$ cat src/rtl/y86_pkg.sv
// y86_pkg: shared Y86-64 constants for the decode/writeback slice.
package y86_pkg;
    localparam logic [3:0] ICODE_HALT   = 4'h0;
    localparam logic [3:0] ICODE_NOP    = 4'h1;
    localparam logic [3:0] ICODE_RRMOVQ = 4'h2;
    localparam logic [3:0] ICODE_IRMOVQ = 4'h3;
    localparam logic [3:0] ICODE_RMMOVQ = 4'h4;
    localparam logic [3:0] ICODE_MRMOVQ = 4'h5;
    localparam logic [3:0] ICODE_OPQ    = 4'h6;
    localparam logic [3:0] ICODE_JXX    = 4'h7;
    localparam logic [3:0] ICODE_CALL   = 4'h8;
    localparam logic [3:0] ICODE_RET    = 4'h9;
    localparam logic [3:0] ICODE_PUSHQ  = 4'hA;
    localparam logic [3:0] ICODE_POPQ   = 4'hB;
    localparam logic [3:0] REG_RSP      = 4'h4;
    localparam logic [3:0] REG_NONE     = 4'hF;
    localparam logic [3:0] STAT_AOK     = 4'b1000;
    localparam logic [3:0] STAT_HLT     = 4'b0100;
    localparam logic [3:0] STAT_ADR     = 4'b0010;
    localparam logic [3:0] STAT_INS     = 4'b0001;
    localparam logic [3:0] BUBBLE_ICODE = ICODE_NOP;
    localparam logic [3:0] BUBBLE_IFUN  = 4'h0;
    localparam logic [3:0] BUBBLE_STAT  = STAT_AOK;
endpackage

$ cat src/rtl/decode_writeback_if.sv
// decode_writeback_if: D-register inputs, forwarding sources, W write port and E-register outputs.
interface decode_writeback_if #(parameter int DATA_W = 64);
    logic [3:0]        D_stat, D_icode, D_ifun, D_rA, D_rB;
    logic [DATA_W-1:0] D_valC, D_valP;
    logic              E_bubble;
    logic [3:0]        e_dstE, M_dstE, M_dstM, W_dstE, W_dstM;
    logic [DATA_W-1:0] e_valE, M_valE, m_valM, W_valE, W_valM;
    logic [3:0]        d_srcA, d_srcB;
    logic [3:0]        E_stat, E_icode, E_ifun, E_dstE, E_dstM, E_srcA, E_srcB;
    logic [DATA_W-1:0] E_valC, E_valA, E_valB;
    modport master (
        output D_stat, D_icode, D_ifun, D_rA, D_rB, D_valC, D_valP, E_bubble,
               e_dstE, e_valE, M_dstE, M_valE, M_dstM, m_valM, W_dstE, W_valE, W_dstM, W_valM,
        input  d_srcA, d_srcB, E_stat, E_icode, E_ifun, E_valC, E_valA, E_valB,
               E_dstE, E_dstM, E_srcA, E_srcB
    );
    modport slave (
        input  D_stat, D_icode, D_ifun, D_rA, D_rB, D_valC, D_valP, E_bubble,
               e_dstE, e_valE, M_dstE, M_valE, M_dstM, m_valM, W_dstE, W_valE, W_dstM, W_valM,
        output d_srcA, d_srcB, E_stat, E_icode, E_ifun, E_valC, E_valA, E_valB,
               E_dstE, E_dstM, E_srcA, E_srcB
    );
endinterface

$ cat src/rtl/y86_regfile.sv
// y86_regfile: 15 x DATA_W registers, two async reads, two sync writes (port M overrides port E).
module y86_regfile import y86_pkg::*; #(
    parameter int                DATA_W   = 64,
    parameter logic [DATA_W-1:0] RSP_INIT = 64'd1000
) (
    input  logic              clk,
    input  logic              rst,
    input  logic [3:0]        i_src_a,
    input  logic [3:0]        i_src_b,
    input  logic [3:0]        i_dst_e,
    input  logic [3:0]        i_dst_m,
    input  logic [DATA_W-1:0] i_val_e,
    input  logic [DATA_W-1:0] i_val_m,
    output logic [DATA_W-1:0] o_val_a,
    output logic [DATA_W-1:0] o_val_b
);
    logic [DATA_W-1:0] r_rf [15];
    always_ff @(posedge clk) begin
        if (rst) begin
            for (int i = 0; i < 15; i++) r_rf[i] <= (4'(i) == REG_RSP) ? RSP_INIT : '0;
        end else begin
            if (i_dst_e != REG_NONE) r_rf[i_dst_e] <= i_val_e;
            if (i_dst_m != REG_NONE) r_rf[i_dst_m] <= i_val_m;
        end
    end
    assign o_val_a = (i_src_a == REG_NONE) ? '0 : r_rf[i_src_a];
    assign o_val_b = (i_src_b == REG_NONE) ? '0 : r_rf[i_src_b];
endmodule

$ cat src/rtl/decode_writeback.sv
// decode_writeback: Y86-64 Decode stage + RF writeback port, registering the E pipeline register.
// DECODE_FWD_EN selects the full e/M/W forwarding chain; otherwise only a W write-first bypass.
module decode_writeback import y86_pkg::*; #(
    parameter int                DATA_W   = 64,
    parameter logic [DATA_W-1:0] RSP_INIT = 64'd1000
) (
    input logic             clk,
    input logic             rst,
    decode_writeback_if.slave bus
);
    logic [3:0]        w_src_a, w_src_b, w_dst_e, w_dst_m;
    logic [DATA_W-1:0] w_rf_a, w_rf_b, w_fwd_a, w_fwd_b, w_val_a, w_val_b;
    logic [3:0]        r_stat, r_icode, r_ifun, r_dst_e, r_dst_m, r_src_a, r_src_b;
    logic [DATA_W-1:0] r_val_c, r_val_a, r_val_b;
    assign w_src_a = (bus.D_icode inside {ICODE_RRMOVQ, ICODE_RMMOVQ, ICODE_OPQ, ICODE_PUSHQ}) ? bus.D_rA :
                     (bus.D_icode inside {ICODE_RET, ICODE_POPQ}) ? REG_RSP : REG_NONE;
    assign w_src_b = (bus.D_icode inside {ICODE_RMMOVQ, ICODE_MRMOVQ, ICODE_OPQ}) ? bus.D_rB :
                     (bus.D_icode inside {ICODE_CALL, ICODE_RET, ICODE_PUSHQ, ICODE_POPQ}) ? REG_RSP : REG_NONE;
    assign w_dst_e = (bus.D_icode inside {ICODE_RRMOVQ, ICODE_IRMOVQ, ICODE_OPQ}) ? bus.D_rB :
                     (bus.D_icode inside {ICODE_CALL, ICODE_RET, ICODE_PUSHQ, ICODE_POPQ}) ? REG_RSP : REG_NONE;
    assign w_dst_m = (bus.D_icode inside {ICODE_MRMOVQ, ICODE_POPQ}) ? bus.D_rA : REG_NONE;
    y86_regfile #(.DATA_W(DATA_W), .RSP_INIT(RSP_INIT)) u_rf (
        .clk(clk), .rst(rst),
        .i_src_a(w_src_a), .i_src_b(w_src_b),
        .i_dst_e(bus.W_dstE), .i_dst_m(bus.W_dstM),
        .i_val_e(bus.W_valE), .i_val_m(bus.W_valM),
        .o_val_a(w_rf_a), .o_val_b(w_rf_b)
    );
`ifdef DECODE_FWD_EN
    assign w_fwd_a = (w_src_a == REG_NONE) ? '0 : (w_src_a == bus.e_dstE) ? bus.e_valE :
                     (w_src_a == bus.M_dstM) ? bus.m_valM : (w_src_a == bus.M_dstE) ? bus.M_valE :
                     (w_src_a == bus.W_dstM) ? bus.W_valM : (w_src_a == bus.W_dstE) ? bus.W_valE : w_rf_a;
    assign w_fwd_b = (w_src_b == REG_NONE) ? '0 : (w_src_b == bus.e_dstE) ? bus.e_valE :
                     (w_src_b == bus.M_dstM) ? bus.m_valM : (w_src_b == bus.M_dstE) ? bus.M_valE :
                     (w_src_b == bus.W_dstM) ? bus.W_valM : (w_src_b == bus.W_dstE) ? bus.W_valE : w_rf_b;
`else
    // The RF read returns the pre-edge value, so the W bypass keeps a same-cycle read coherent.
    assign w_fwd_a = (w_src_a == REG_NONE) ? '0 : (w_src_a == bus.W_dstM) ? bus.W_valM :
                     (w_src_a == bus.W_dstE) ? bus.W_valE : w_rf_a;
    assign w_fwd_b = (w_src_b == REG_NONE) ? '0 : (w_src_b == bus.W_dstM) ? bus.W_valM :
                     (w_src_b == bus.W_dstE) ? bus.W_valE : w_rf_b;
    logic w_unused;
    assign w_unused = ^{bus.e_dstE, bus.e_valE, bus.M_dstE, bus.M_valE, bus.M_dstM, bus.m_valM};
`endif
    assign w_val_a = (bus.D_icode inside {ICODE_JXX, ICODE_CALL}) ? bus.D_valP : w_fwd_a;
    assign w_val_b = w_fwd_b;
    always_ff @(posedge clk) begin
        if (rst || bus.E_bubble) begin
            r_stat  <= BUBBLE_STAT;
            r_icode <= BUBBLE_ICODE;
            r_ifun  <= BUBBLE_IFUN;
            r_val_c <= '0;
            r_val_a <= '0;
            r_val_b <= '0;
            r_dst_e <= REG_NONE;
            r_dst_m <= REG_NONE;
            r_src_a <= REG_NONE;
            r_src_b <= REG_NONE;
        end else begin
            r_stat  <= bus.D_stat;
            r_icode <= bus.D_icode;
            r_ifun  <= bus.D_ifun;
            r_val_c <= bus.D_valC;
            r_val_a <= w_val_a;
            r_val_b <= w_val_b;
            r_dst_e <= w_dst_e;
            r_dst_m <= w_dst_m;
            r_src_a <= w_src_a;
            r_src_b <= w_src_b;
        end
    end
    assign bus.d_srcA  = w_src_a;
    assign bus.d_srcB  = w_src_b;
    assign bus.E_stat  = r_stat;
    assign bus.E_icode = r_icode;
    assign bus.E_ifun  = r_ifun;
    assign bus.E_valC  = r_val_c;
    assign bus.E_valA  = r_val_a;
    assign bus.E_valB  = r_val_b;
    assign bus.E_dstE  = r_dst_e;
    assign bus.E_dstM  = r_dst_m;
    assign bus.E_srcA  = r_src_a;
    assign bus.E_srcB  = r_src_b;
endmodule
$ cat src/flat_wrapper.sv
// flat-port wrapper written by rule: the top's interface ports become plain ports
module decode_writeback_flat import y86_pkg::*;
#(
    parameter int                DATA_W   = 64,
    parameter logic [DATA_W-1:0] RSP_INIT = 64'd1000
)
  (clk, rst, bus_D_stat, bus_D_icode, bus_D_ifun, bus_D_rA, bus_D_rB, bus_D_valC, bus_D_valP, bus_E_bubble, bus_e_dstE, bus_e_valE, bus_M_dstE, bus_M_valE, bus_M_dstM, bus_m_valM, bus_W_dstE, bus_W_valE, bus_W_dstM, bus_W_valM, bus_d_srcA, bus_d_srcB, bus_E_stat, bus_E_icode, bus_E_ifun, bus_E_valC, bus_E_valA, bus_E_valB, bus_E_dstE, bus_E_dstM, bus_E_srcA, bus_E_srcB);
  decode_writeback_if #(.DATA_W(DATA_W)) bus_i ();
  input logic clk;
  input logic rst;
  input wire logic [$bits(bus_i.D_stat)-1:0] bus_D_stat;
  input wire logic [$bits(bus_i.D_icode)-1:0] bus_D_icode;
  input wire logic [$bits(bus_i.D_ifun)-1:0] bus_D_ifun;
  input wire logic [$bits(bus_i.D_rA)-1:0] bus_D_rA;
  input wire logic [$bits(bus_i.D_rB)-1:0] bus_D_rB;
  input wire logic [$bits(bus_i.D_valC)-1:0] bus_D_valC;
  input wire logic [$bits(bus_i.D_valP)-1:0] bus_D_valP;
  input wire logic [$bits(bus_i.E_bubble)-1:0] bus_E_bubble;
  input wire logic [$bits(bus_i.e_dstE)-1:0] bus_e_dstE;
  input wire logic [$bits(bus_i.e_valE)-1:0] bus_e_valE;
  input wire logic [$bits(bus_i.M_dstE)-1:0] bus_M_dstE;
  input wire logic [$bits(bus_i.M_valE)-1:0] bus_M_valE;
  input wire logic [$bits(bus_i.M_dstM)-1:0] bus_M_dstM;
  input wire logic [$bits(bus_i.m_valM)-1:0] bus_m_valM;
  input wire logic [$bits(bus_i.W_dstE)-1:0] bus_W_dstE;
  input wire logic [$bits(bus_i.W_valE)-1:0] bus_W_valE;
  input wire logic [$bits(bus_i.W_dstM)-1:0] bus_W_dstM;
  input wire logic [$bits(bus_i.W_valM)-1:0] bus_W_valM;
  output wire logic [$bits(bus_i.d_srcA)-1:0] bus_d_srcA;
  output wire logic [$bits(bus_i.d_srcB)-1:0] bus_d_srcB;
  output wire logic [$bits(bus_i.E_stat)-1:0] bus_E_stat;
  output wire logic [$bits(bus_i.E_icode)-1:0] bus_E_icode;
  output wire logic [$bits(bus_i.E_ifun)-1:0] bus_E_ifun;
  output wire logic [$bits(bus_i.E_valC)-1:0] bus_E_valC;
  output wire logic [$bits(bus_i.E_valA)-1:0] bus_E_valA;
  output wire logic [$bits(bus_i.E_valB)-1:0] bus_E_valB;
  output wire logic [$bits(bus_i.E_dstE)-1:0] bus_E_dstE;
  output wire logic [$bits(bus_i.E_dstM)-1:0] bus_E_dstM;
  output wire logic [$bits(bus_i.E_srcA)-1:0] bus_E_srcA;
  output wire logic [$bits(bus_i.E_srcB)-1:0] bus_E_srcB;
  assign bus_i.D_stat = bus_D_stat;
  assign bus_i.D_icode = bus_D_icode;
  assign bus_i.D_ifun = bus_D_ifun;
  assign bus_i.D_rA = bus_D_rA;
  assign bus_i.D_rB = bus_D_rB;
  assign bus_i.D_valC = bus_D_valC;
  assign bus_i.D_valP = bus_D_valP;
  assign bus_i.E_bubble = bus_E_bubble;
  assign bus_i.e_dstE = bus_e_dstE;
  assign bus_i.e_valE = bus_e_valE;
  assign bus_i.M_dstE = bus_M_dstE;
  assign bus_i.M_valE = bus_M_valE;
  assign bus_i.M_dstM = bus_M_dstM;
  assign bus_i.m_valM = bus_m_valM;
  assign bus_i.W_dstE = bus_W_dstE;
  assign bus_i.W_valE = bus_W_valE;
  assign bus_i.W_dstM = bus_W_dstM;
  assign bus_i.W_valM = bus_W_valM;
  assign bus_d_srcA = bus_i.d_srcA;
  assign bus_d_srcB = bus_i.d_srcB;
  assign bus_E_stat = bus_i.E_stat;
  assign bus_E_icode = bus_i.E_icode;
  assign bus_E_ifun = bus_i.E_ifun;
  assign bus_E_valC = bus_i.E_valC;
  assign bus_E_valA = bus_i.E_valA;
  assign bus_E_valB = bus_i.E_valB;
  assign bus_E_dstE = bus_i.E_dstE;
  assign bus_E_dstM = bus_i.E_dstM;
  assign bus_E_srcA = bus_i.E_srcA;
  assign bus_E_srcB = bus_i.E_srcB;
  decode_writeback #(.DATA_W(DATA_W), .RSP_INIT(RSP_INIT)) u_core (.clk(clk), .rst(rst), .bus(bus_i));
endmodule
$ cat config.mk
export PLATFORM = sky130hd
export DESIGN_NAME = decode_writeback_flat
export DESIGN_NICKNAME = d
export VERILOG_FILES = /design/src/rtl/y86_pkg.sv /design/src/rtl/decode_writeback_if.sv /design/src/rtl/y86_regfile.sv /design/src/rtl/decode_writeback.sv /design/src/flat_wrapper.sv
export SDC_FILE = /design/constraint.sdc
export NUM_CORES = 2
export LEC_CHECK = 0
export CAP_MARGIN = 30
export CELL_PAD_IN_SITES_DETAIL_PLACEMENT = 0
export CELL_PAD_IN_SITES_GLOBAL_PLACEMENT = 1
export CORE_UTILIZATION = 46
export DETAILED_ROUTE_END_ITERATION = 7
export DONT_BUFFER_PORTS = 1
export GPL_ROUTABILITY_DRIVEN = 1
export PLACE_DENSITY_LB_ADDON = 0.1
export SETUP_SLACK_MARGIN = 0.15
export SLEW_MARGIN = 5
export SYNTH_ARGS = -nofsm -noshare
export SYNTH_HDL_FRONTEND = slang
export SYNTH_SLANG_ARGS = --single-unit
$ cat constraint.sdc
create_clock -name clk -period 7.15 [get_ports clk]
set_clock_uncertainty 0.1 [all_clocks]
set_input_delay 1.7875 -clock clk [delete_from_list [all_inputs] [get_ports clk]]
set_output_delay 1.7875 -clock clk [all_outputs]
set_load 0.05 [all_outputs]
# Word level (Yosys, flattened, before mapping)
# Memories as Yosys holds them, arrays and structs flattened. A register that Yosys moved wholly into a read port is not among the register bits.
# Index checks and enable logic that the tools add are counted.
dict set report word_totals {
  ff_bits 156
  ram_bits 960
  output_inout_bits 228
  word_cells 62
  mem_count 1
}
# memory depth width rd rd_clocked_by_memory_dff write_ports line
set mem_list {}
lappend mem_list {u_core.u_rf.r_rf 15 64 2 1 15 y86_regfile.sv:17} ;# logic [DATA_W-1:0] r_rf [15];
dict set report classes {
  eq_ne 16
  mux 23
  n_bitwise 1
  n_reduce_logical 12
}
# op count
set ops {}
lappend ops {{$mux 64} 6}
lappend ops {{$reduce_or 64->1} 2}
lappend ops {{$mux 4} 7}
lappend ops {{$eq 4x4->1 const B} 6}
lappend ops {{$eq 4x3->1 const B} 4}
lappend ops {{$mux 1} 10}
lappend ops {{$eq 4x2->1 const B} 2}
lappend ops {{$eq 4x4->1} 2}
lappend ops {{$ne 4x4->1 const B} 2}
lappend ops {{$reduce_bool 4->1} 2}
lappend ops {{$reduce_bool 2->1} 3}
lappend ops {{$reduce_bool 3->1} 2}
lappend ops {{$reduce_or 2->1} 2}
lappend ops {{$logic_or 1x1->1} 1}
lappend ops {{$not 1->1} 1}

# Depth between registers and ports, before layout
dict set report depth {
  depth_word 9
  depth_mapped 13
  mapped_depth_nobuf 9
}

# Cells and area by module
# From an unflattened synthesis, not the netlist that was laid out.
dict set report hier_totals {
  hier_cells 4971
  area_unflattened_um2 63145.6
}
# mod n_inst cells_each area_each_um2
set modules_own_cells {}
lappend modules_own_cells {y86_regfile 1 3839 53985.5}
lappend modules_own_cells {decode_writeback 1 1132 9160.0}

# Worst setup path after synthesis
# Ideal clock, no wire load.
dict set report synth_timing {
  path_type {input to register}
  from {input bus_W_dstE[1]}
  to {memory u_core.u_rf.r_rf[13][0] (enable)}
  setup_time_ns 0.575
  arrival_time_ns 6.821
  path_slack_ns -0.346
  cell_stages 4
  n_path_buf 2
  path_cell_list {clkbuf_1 nand2b_1 clkbuf_1 o21ai_0}
}
# element line
set synth_lines {}
lappend synth_lines {{start, declared} flat_wrapper.sv:25} ;# input wire logic [$bits(bus_i.W_dstE)-1:0] bus_W_dstE;
lappend synth_lines {{end, declared} y86_regfile.sv:17}

# Worst setup path in the final report
dict set report layout_timing {
  from {input bus_D_icode[1]}
  to {output bus_d_srcA[2]}
}
dict set report layout_via {
  elab_chain_len 3
}
# element line
set layout_lines {}
lappend layout_lines {{start, declared} flat_wrapper.sv:12} ;# input wire logic [$bits(bus_i.D_icode)-1:0] bus_D_icode;
lappend layout_lines {{$eq 4x2->1, or another cell as far along} decode_writeback.sv:15} ;# assign w_src_a = (bus.D_icode inside {ICODE_RRMOVQ, ICODE_RMMOVQ, ICODE_OPQ, ICODE_PUSHQ}) ? bus.D_rA :
lappend layout_lines {{$reduce_bool 4->1 (*)} decode_writeback.sv:15}
lappend layout_lines {{$mux 4 (*)} decode_writeback.sv:15}
lappend layout_lines {{end, declared} flat_wrapper.sv:29} ;# output wire logic [$bits(bus_i.d_srcA)-1:0] bus_d_srcA;
# Mark *: on every way between the ends. The rest lies on a longest branch, timed or not.

==> impl_metrics.toml <==
[run_status]
status = "finished, final reports clean"

[place]
place_congestion = 0.866
portBuffers = 0
dp_hpwl_microns = 163000

[power_and_ir_drop]
leakagePower_nw = 24.7
vdd_ir_drop_max_v = 0.000227
finalPower_w = 0.0187
power_density_nw_per_um2 = 258

[yosys]
syn_area_sq_um = 66400
syn_inst = 6161
synth_edf_count = 1024
ys.flop_type = "edfxtp_1"
synth.area.top_cells = "edfxtp_1 (46%), a22o_1 (13%), dfxtp_1 (6.6%), clkbuf_1 (4.6%), nand2_1 (4.1%)"
avgSynthCellArea_sq_um = 10.8
ys_ff_latch = 1244
ys_types = 70
yosys.area.top_type = "edfxtp_1"
async_flop_share_pct = 0
synth.most_common_cell = "edfxtp_1"
ys_warn_count = 0
synth_top_area_share_pct = 46.3
synthTopCellsByCount = "edfxtp_1 (1,024), a22o_1 (956), clkbuf_1 (811), nand2_1 (732), a221oi_1 (298)"
ys_seq_area_share_pct = 52.9

[setup_path]
reg2regPathDepth = 4
reg2reg_slack_ns = 5.23
cp.required_ns = 5.26
rr_startpoint = "u_core.u_rf.r_rf[7][42]$_DFFE_PP_"
max_stage_delay_ns = 0.66
critPathSlowestCell = "and3_4"
start_kind = "primary input"
worstSetupPathType = "primary input to primary output"
path_cells = "or2_1 > and3_4 > inv_6 > buf_12"
critPathCaptureType = "primary output"
path_buf_inv = 2
cp_top_family = "simple AND/OR/NAND/NOR gates"
cp_max_fo = 39
r2r-end = "u_core.bus.E_valA[42]$_SDFF_PP0_"
critPathArrivalTime_ns = 3.49

[route]
dr_total_vias = 58100
drt_wl_total_microns = 306000
drt-wirelength-per-cell_microns = 40.2
antenna_left = 0
viasPerCell = 7.63
dr.pass1.iters = 8
drc = 0
drtIter0Drc = 8391

[cells_and_area]
syn_to_final_growth_pct = 9.08
fin_nets = 6080
nFillCells = 12600
drive_gt1_share_pct = 11.4
register_area_sq_um = 35200
multiInputGateArea_sq_um = 28300

[cts]
insertion_delay_ns = 0.80
h-tree-depth = 4
clk_path_buf_depth = 3
clockRootBuffer = "clkbuf_16"
postCtsSetupBuffers = 0
cts_buffers = 143
post_cts_resized = 0
cts_tree = "done"
ctsHoldBuffers = 0
clkTransAtPathRegs_ns = 0.06
cts_sinks = 1244

[min_path]
holdPathStages = 4
hp-class = "register to register"
holdPathEnd = "u_core.bus.E_valA[11]$_SDFF_PP0_"
min_from = "u_core.u_rf.r_rf[5][11]$_DFFE_PP_"

[run]
drv_cap = 0

[sta]
setup_viol = 0
rsz0062_at_grt = "no"
slew_headroom_pct = 24.2
period_share_pct = 75.2
fmax_mhz = 186
hold_viol = 0
timing.hold.ws_ns = 0.559
post-route-min-period_ns = 5.38
tns_ns = 0
report.final.slew_viol_count = 0
tightest_slew_ns = 1.14

[floorplan]
core-area_sq_um = 143000
io_pins = 719
die_y_microns = 382
die_x_microns = 382
rows = 139
start_util_pct = 46.3
die-area_sq_um = 146000

[global_route]
grt_util_met1_pct = 52.2
grtUsageTotal_pct = 40.5
grt_pass1_vias = 55100
grt-ovfl-total = 0
grt_use_met2_pct = 62.4
grt_util_met3_pct = 11.0
top_usage_layer = "met2"
grt_pass1_wl_microns = 421000
antenna_found_initial = 14
grt_max_degree = 130
[report_power, final]
| group | total (W) | internal [W] | switching [W] | leakage (nW) |
|---|---|---|---|---|
| clock | 0.00735 | 0.00424 | 0.00310 | 2.28 |
| combinational | 0.00239 | 0.000729 | 0.00166 | 10.6 |
| sequential | 0.00896 | 0.00842 | 0.000543 | 11.8 |
[cell families (layout without fill, tap and decap cells)]
logic type,Yosys count,count (layout),synth area share [%]
compound gates,2339,2339,28.9
xor+xnor,5,5,0.0659
buf+inv,983,465,5.77
flops,1244,1244,52.9
mux,174,174,2.62
other cells,1,69,0.00565
simple gates,1415,1415,9.73
[worst reg2reg max path, stage by stage, from the launching register on]
cell and delay (ns):
edfxtp_1 0.40, a221oi_1 0.31, nor2_1 0.10, o21ai_0 0.76, o2bb2ai_1 0.12
[final cells by class]
type,instances,share of cell area (%)
well taps,1903,3.29
clock buffers,210,5.94
clock inverters,52,0.449
multi-input cells,3997,39.1
inverters,19,0.130
diodes,5,0.0173
repair buffers,184,2.60
flip-flops and latches,1244,48.5
[worst max path at each step]
stage	startpoint	endpoint	slack, ns	cells past startpoint
5_1_grt	bus_D_icode[1]	bus_d_srcA[2]	1.75	4
3_5_place_dp	bus_D_icode[1]	u_core.bus.E_valA[1]$_SDFF_PP0_	1.44	10
4_1_cts	bus_D_icode[2]	bus_d_srcA[2]	1.85	4
3_3_place_gp	bus_D_icode[1]	u_core.bus.E_valA[1]$_SDFF_PP0_	1.43	10
6_report	bus_D_icode[1]	bus_d_srcA[2]	1.77	4
2_1_floorplan	bus_W_dstE[3]	u_core.u_rf.r_rf[5][0]$_DFFE_PP_	0.93	4
[metal layers]
metal	up-vias	part of all wire [%]	wire length, microns
met5	-	0.029	90
met4	14	5.6	17100
met3	1086	13	38900
met2	4843	44	135000
met1	28900	37	115000
li1	23200	-	-
[registers in the layout (all words and copies together), names as in the netlist]
signal	count
u_core.bus.E_dstE	4
u_core.bus.E_srcA	4
u_core.bus.E_ifun	4
u_core.bus.E_srcB	4
u_core.bus.E_stat	4
u_core.bus.E_dstM	4
u_core.bus.E_icode	4
u_core.bus.E_valC	64
u_core.u_rf.r_rf	1024
u_core.bus.E_valB	64
u_core.bus.E_valA	64
[layout by cell type, fill, tap and decap left out, types with 9 or more instances in the layout]
master,instances
inv_1,11
clkbuf_8,20
buf_4,147
inv_6,9
nor3_2,14
o221ai_2,60
clkinv_1,20
o21ai_0,138
o21ai_1,108
o211ai_1,79
and2_1,76
conb_1,64
o221a_2,104
o21a_1,46
dfxtp_1,220
buf_12,29
a31oi_1,70
clkbuf_1,34
or3_1,65
nand3_1,242
nand2_1,729
a21oi_1,169
o2bb2ai_1,16
nor2_1,85
a22o_1,956
clkinv_2,17
o221a_1,17
nor2_4,15
mux2i_1,173
edfxtp_1,1024
a221oi_1,298
a22oi_1,63
a32oi_1,35
clkbuf_16,156
nand4_1,120
nand2b_1,9
o221ai_1,118
[metrics by stage]
step / cell area [sq um] / instances / setup WS (ns) / utilization (%)
after floorplan: 66700 / 6224 / 0.935 / -
after global placement: 67500 / 7335 / 1.43 / 47.1
after detailed placement: 67800 / 7345 / 1.44 / 47.2
after CTS: 72400 / 7607 / 1.85 / 50.5
after global routing: 72500 / 7612 / 1.75 / 50.5
final: 72500 / 7614 / 1.77 / 50.5
(Power assumes the default switching activity.)
